File: src/rtl/dot_accum.sv
// Dot-product accumulator behind the 2-stage mult_fast pipeline: tags track accepted
// pairs, products are summed per vector, and results queue in a 2-entry FIFO.
module dot_accum #(
  parameter int ACC_W = 16
) (
  input  logic             clk,
  input  logic             rst,
  input  logic             op_valid,
  input  logic             op_last,
  output logic             op_ready,
  input  logic [7:0]       p,
  output logic             res_valid,
  input  logic             res_ready,
  output logic [ACC_W-1:0] res_sum,
  output logic [7:0]       res_cnt,
  output logic             res_ovf
);

  typedef struct packed {
    logic vld;
    logic last;
  } tag_t;

  typedef struct packed {
    logic [ACC_W-1:0] sum;
    logic [7:0]       cnt;
    logic             ovf;
  } res_t;

  tag_t             tag_q [3];
  tag_t             tag_d [3];
  logic [ACC_W-1:0] acc_q, acc_d;
  logic [7:0]       cnt_q, cnt_d;
  logic             ovf_q, ovf_d;
  res_t             mem_q [2];
  res_t             mem_d [2];
  logic             wr_ptr_q, wr_ptr_d;
  logic             rd_ptr_q, rd_ptr_d;
  logic [1:0]       count_q, count_d;

  logic [ACC_W:0]   wide_sum;
  logic [7:0]       cnt_nxt;
  logic             ovf_nxt;
  logic             push, pop;
  logic [2:0]       credits_used;
  res_t             new_res;

  always_comb begin
    // Every last-tagged pair in flight already owns a FIFO slot.
    credits_used = {1'b0, count_q}
                 + {2'b0, tag_q[0].vld & tag_q[0].last}
                 + {2'b0, tag_q[1].vld & tag_q[1].last}
                 + {2'b0, tag_q[2].vld & tag_q[2].last};
    op_ready = (credits_used < 3'd2);
  end

  assign res_valid = (count_q != 2'd0);
  assign res_sum   = mem_q[rd_ptr_q].sum;
  assign res_cnt   = mem_q[rd_ptr_q].cnt;
  assign res_ovf   = mem_q[rd_ptr_q].ovf;

  always_comb begin
    tag_d[0].vld  = op_valid && op_ready;
    tag_d[0].last = op_last;
    tag_d[1]      = tag_q[0];
    tag_d[2]      = tag_q[1];

    wide_sum = {1'b0, acc_q} + (ACC_W+1)'(p);
    cnt_nxt  = (cnt_q == 8'hFF) ? 8'hFF : cnt_q + 8'd1;
    ovf_nxt  = ovf_q | wide_sum[ACC_W];

    new_res.sum = wide_sum[ACC_W-1:0];
    new_res.cnt = cnt_nxt;
    new_res.ovf = ovf_nxt;

    push = tag_q[2].vld && tag_q[2].last;
    pop  = res_valid && res_ready;

    acc_d = acc_q;
    cnt_d = cnt_q;
    ovf_d = ovf_q;
    if (tag_q[2].vld) begin
      if (tag_q[2].last) begin
        acc_d = '0;
        cnt_d = '0;
        ovf_d = 1'b0;
      end else begin
        acc_d = wide_sum[ACC_W-1:0];
        cnt_d = cnt_nxt;
        ovf_d = ovf_nxt;
      end
    end

    mem_d[0] = mem_q[0];
    mem_d[1] = mem_q[1];
    if (push) mem_d[wr_ptr_q] = new_res;
    wr_ptr_d = wr_ptr_q ^ push;
    rd_ptr_d = rd_ptr_q ^ pop;
    count_d  = count_q + {1'b0, push} - {1'b0, pop};
  end

  always_ff @(posedge clk) begin
    if (rst) begin
      for (int i = 0; i < 3; i++) tag_q[i] <= '0;
      acc_q    <= '0;
      cnt_q    <= '0;
      ovf_q    <= 1'b0;
      mem_q[0] <= '0;
      mem_q[1] <= '0;
      wr_ptr_q <= 1'b0;
      rd_ptr_q <= 1'b0;
      count_q  <= '0;
    end else begin
      for (int i = 0; i < 3; i++) tag_q[i] <= tag_d[i];
      acc_q    <= acc_d;
      cnt_q    <= cnt_d;
      ovf_q    <= ovf_d;
      mem_q[0] <= mem_d[0];
      mem_q[1] <= mem_d[1];
      wr_ptr_q <= wr_ptr_d;
      rd_ptr_q <= rd_ptr_d;
      count_q  <= count_d;
    end
  end

endmodule

File: config.mk
export PLATFORM = sky130hd
export DESIGN_NAME = dot_accum
export DESIGN_NICKNAME = d
export VERILOG_FILES = /design/src/rtl/dot_accum.sv
export SDC_FILE = /design/constraint.sdc
export NUM_CORES = 1
export LEC_CHECK = 0
export CORE_MARGIN = 8
export CORE_UTILIZATION = 55
export CTS_BUF_LIST = sky130_fd_sc_hd__clkbuf_8 sky130_fd_sc_hd__clkbuf_16
export CTS_CLUSTER_SIZE = 25
export DETAILED_ROUTE_END_ITERATION = 12
export DONT_BUFFER_PORTS = 1
export PLACE_DENSITY = 0.7
export SLEW_MARGIN = 20
export SYNTH_ARGS = -nofsm -noshare
export SYNTH_HDL_FRONTEND = slang
export SYNTH_SLANG_ARGS = --single-unit
File: constraint.sdc
create_clock -name clk -period 2.9 [get_ports clk]
set_input_delay 0.58 -clock clk [delete_from_list [all_inputs] [get_ports clk]]
set_output_delay 0.58 -clock clk [all_outputs]
set_load 0.05 [all_outputs]
### Yosys cells after proc, flatten, opt, wreduce, memory -nomap -nowiden

Memories as Yosys holds them, arrays and structs flattened. A register that Yosys moved wholly into a read port is not among the register bits.
Index checks and enable logic that the tools add are counted.
W data, S select, Z words.

* flip-flop bits (word level): 29
* bits in latches: 0
* memory bits (writable): 56
* ROM bits: 0
* input bits: 13
* output and inout bits: 27
* word-level logic and storage cells: 53
* memories kept: 2

* add/sub/neg operators: 7
* multiply operators: 0
* divide/modulo/power cells: 0
* order comparisons: 3
* equal/unequal tests: 1
* shift operators: 0
* mux-type cells: 17
* bitwise operators: 12
* reductions and logical operators: 5

Memories
* mem_q: depth 2, width 25, rd ports 3, clocked after Yosys merged registers in 1, wr ports 2, RTL line 35 `res_t mem_q [2];`
* tag_q: depth 3, width 2, rd ports 3, clocked after Yosys merged registers in 0, wr ports 3, RTL line 30 `tag_t tag_q [3];`

Operators with widths (number)
* $mux W25: 3
* $bwmux W50: 1
* $mux W50: 1
* $demux W25 S1: 1
* $add A16 B8 Y17: 1
* $mux W16: 1
* $mux W8: 2
* $add A8 B1 Y8 const B: 1
* $eq A8 B8 Y1 const B: 1
* $add A3 B1 Y3: 2
* $mux W2: 3
* $or A1 B1 Y1: 6
* $mux W1: 5
* $logic_and A1 B1 Y1: 4
* $add A2 B1 Y3: 1
* $and A1 B1 Y1: 3
* $lt A3 B2 Y1 const B: 1
* $add A2 B1 Y2: 1
* $ge A2 B2 Y1 const B: 1
* $lt A2 B1 Y1 const B: 1
* $not A1 Y2: 1
* $reduce_bool A2 Y1: 1
* $sub A2 B1 Y2: 1
* $xor A1 B1 Y1: 2

### Logic depth before layout (Yosys ltp)

* word-level depth: 8
* gate-level depth with buffers: 9
* mapped depth without buffers: 8

### Least setup slack after synthesis

OpenSTA, ideal clock, no wires.

* path kind: flip-flop to output port
* start point: mem tag_q[0][4] (netlist name)
* end point: out op_ready
* arrival time: 2.448 ns
* setup slack: -0.128 ns
* stages on the path, launching flop included: 7
* path through: dfxtp_1 clkbuf_1 nand2_1 fa_1 nor2_1 fa_1 nor2_1

RTL lines
* start: declaration: RTL line 30
* end: declaration: RTL line 10 `output logic op_ready,`

==> results.txt <==
largest voltage drop on the vdd net -> 0.0003071 V
number of CTS-inserted buffers -> 9
clock period minus final worst setup slack -> 2.751 ns
root buffer selected by CTS -> clkbuf_8
global placement routability congestion -> 0.7952
post-synthesis sequential element count -> 85
setup-violating endpoint count in the final report -> 0
sequential element share of the synthesized area -> 40.71%
DRC violations left -> 0
sequence of cells on the critical path -> nand2_1, fa_1, nor2_1, fa_1, nor2_2, buf_12
count of buffers inserted at the top-level ports -> 0
share of the synthesized area in compound gates (AO/OA/AOI/OAI) -> 17.30%
Adder-Cell Fraction of Synth Area -> 5.328%
Clock H-tree levels -> 3
YS warnings -> 0
total congestion overflow after global routing -> 0
syn nets -> 491
starting density of the core -> 57.33%
Resized Gates After CTS -> 0
synth unique cells -> 54
Max Clk Rate -> 363.6 MHz
most common cell after layout, fill and taps aside -> dfxtp_1
Routed Antenna Nets -> 0
CTS hold repair buffers -> 0
antenna diode count -> 0
Min-Delay Path Class -> in2reg
Final Hold Vio Count -> 0
# rows -> 31
Critical Path Most Common Cell -> fa_1
Crit Path Category -> reg2out
worst-margin pin slew -> 0.6679 ns
DRT iter0 DRCs -> 145
fraction of registers with async set or reset after synthesis -> 0%
Core ar. -> 7292 um2
met2 global-route usage -> 28.88%
summed area of non-filler cells in the final layout -> 4478 um2
length in cells of the worst reg-to-reg path -> 7
Static Leakage -> 1.624 nW
kind of start point of the critical path -> register
total negative setup slack -> 0 ns
Post-Place Cell Area -> 4260 um2
Die X-Extent -> 103.2 um
critical path arrival -> 2.17 ns
drt wl/cell -> 15.99 um
netlist area before placement -> 4180 um2
Req. time, crit path -> 2.32 ns
max_slew headroom -> 55.31%
met1 routing resource usage after global routing -> 21.61%
count of nets after finishing -> 479
I/O pin count -> 40
WHS Path Cells -> 1
outcome -> finished clean
leading cell types in the layout, fill and taps excluded -> dfxtp_1 (85), nor2_1 (82), a211oi_1 (27)
cell with the largest stage delay on the worst path -> fa_1
total routing resource utilization after global routing -> 17.69%
placed wire-length estimate -> 6070 um
met3 Use GR -> 5.756%
layout filler cell count -> 658
wire length of the first global-routing pass -> 14,860 um
fraction of layout instances using a drive strength above 1 -> 12.75%
category of cells accounting for the largest share of critical-path delay -> adder cells
Syn Area/Cell -> 9.048 um2
peak per-stage delay on the critical path -> 0.47 ns
floorplan die height -> 103.2 um
fraction of synthesized area in multiplexers -> 12.03%
largest net degree at the start of global routing -> 88
TritonCTS clock tree -> yes
kind of end point of the critical path -> output pin
number of vias after detailed routing -> 3,208
via count of the first global-routing pass -> 3,050
largest fanout on the critical path -> 3
final count of pins violating max slew -> 0
Clock Sink Count -> 85
Area growth, synth to finish -> 7.124%
most common flop cell mapped by yosys -> dfxtp_1
pwr dens -> 576.2 nW/um2
DP Worst Slack -> 0.2824 ns
final worst path period share -> 94.85%
clock insertion delay at the later pin of the skew report -> 0.34 ns
clk buf depth -> 2
maximum clock skew at final layout -> 0.008019 ns
simple-gate portion of the synthesized area -> 17.72%
main combinational cell family by area after synthesis -> simple AND/OR/NAND/NOR gates
routed wire length -> 8856 um
TritonRoute pass-1 iters -> 4
post-synthesis xor/xnor area fraction -> 2.933%
Max Cap Viol -> 0
antenna violations before repair -> 0
Mapped Cells -> 462
die area -> 10,650 um2
RSZ-0062 raised after global routing -> false
most heavily used metal layer in global routing -> met2
Setup Buffers After CTS -> 0
cell count along the critical path -> 6
Critical path buffers and inverters -> 1
mean number of vias per cell -> 5.791
Post-synth EDFFs -> 0
Final Worst Setup Slack -> 0.1495 ns
clk slew on worst S/H paths -> 0.08 ns
==> metrics by stage <==
step	hold slack, ns	util [%]	power (mW)	instances
floorplan	0.4379	-	1.629	462
detailed placement	0.4529	58.42	1.721	538
global placement	0.4559	58.42	1.716	538
global route	0.2796	61.41	2.704	554
finish	0.3113	61.41	2.580	554
CTS	0.2866	61.41	2.614	554
==> final timing paths <==
check,slack (ns),to,from
max,0.15,op_ready,tag_q[0][4]
min,0.31,tag_q[0][4],rst
max reg2reg,0.48,mem_q[0][23],acc_q[0]
min reg2reg,0.47,tag_q[0][3],tag_q[0][1]
==> report_power, final <==
group	internal (mW)	switching [mW]	total [mW]
Sequential	1.20	0.0273	1.23
Combinational	0.183	0.278	0.462
Clock	0.501	0.389	0.890
Total	1.89	0.694	2.58
==> sequential cells by signal (all words and copies together) (netlist names) <==
signal / count
acc_q: 16
cnt_q: 8
count_q: 2
mem_q: 50
ovf_q: 1
rd_ptr_q: 1
tag_q: 6
wr_ptr_q: 1
==> layer usage <==
| metal | vias to the layer above | wire length (um) |
|---|---|---|
| met3 | 6 | 498 |
| met4 | 0 | 59 |
| li1 | 1622 | - |
| met1 | 1522 | 4096 |
| met2 | 58 | 4202 |
| met5 | - | 0 |
==> worst reg2reg max path: stages (launching register included) <==
cell and delay (ns):
dfxtp_1 0.32, ha_1 0.23, fa_1 0.41, a21o_1 0.23, a221oi_4 0.42, a21oi_4 0.16, a31o_1 0.27, a311oi_1 0.29
==> kinds of logic after synthesis <==
family,after synthesis
buf+inv,42
mux,47
flops,85
xor+xnor,14
simple gates,159
compound gates,99
fa+ha+maj,16
==> cell type report <==
cell class,instances,area [um2],share of cell area [%]
multi-input combinational,335,2317,51.75
tap,99,123.9,2.766
clock buffer,10,137.6,3.073
sequential,85,1702,38.00
inverter,10,37.54,0.8382
timing repair buffer,9,80.08,1.788
clock inverter,6,80.08,1.788
==> synthesized netlist by cell type (2+ instances only) <==
library cell,n,area [um2]
nor2_1,83,311.6
o21bai_1,2,15.01
and3_1,6,37.54
a311oi_1,4,35.03
a211oi_1,27,202.7
xor2_1,5,43.79
a22oi_1,7,52.55
dfxtp_1,85,1702
nor4_1,2,12.51
nand3_1,7,35.03
a21o_1,4,30.03
ha_1,13,162.7
inv_1,10,37.54
nand4_1,6,37.54
mux2_2,26,292.8
a2bb2oi_1,3,26.28
nor4b_1,3,26.28
or3_1,4,25.02
xnor2_1,9,78.83
clkbuf_1,24,90.09
or2_2,2,12.51
a21oi_1,20,100.1
mux2i_1,21,210.2
nand3b_1,2,15.01
a31oi_1,6,37.54
fa_1,3,60.06
o211ai_1,3,22.52
a2111oi_0,2,17.52
buf_1,6,22.52
nor2b_1,10,62.56
nand2_1,22,82.58
o21ai_0,7,35.03
nor3_1,5,25.02
a211oi_2,2,25.02
and4_1,2,17.52
No activity file was read; power rests on OpenSTA's default activity.
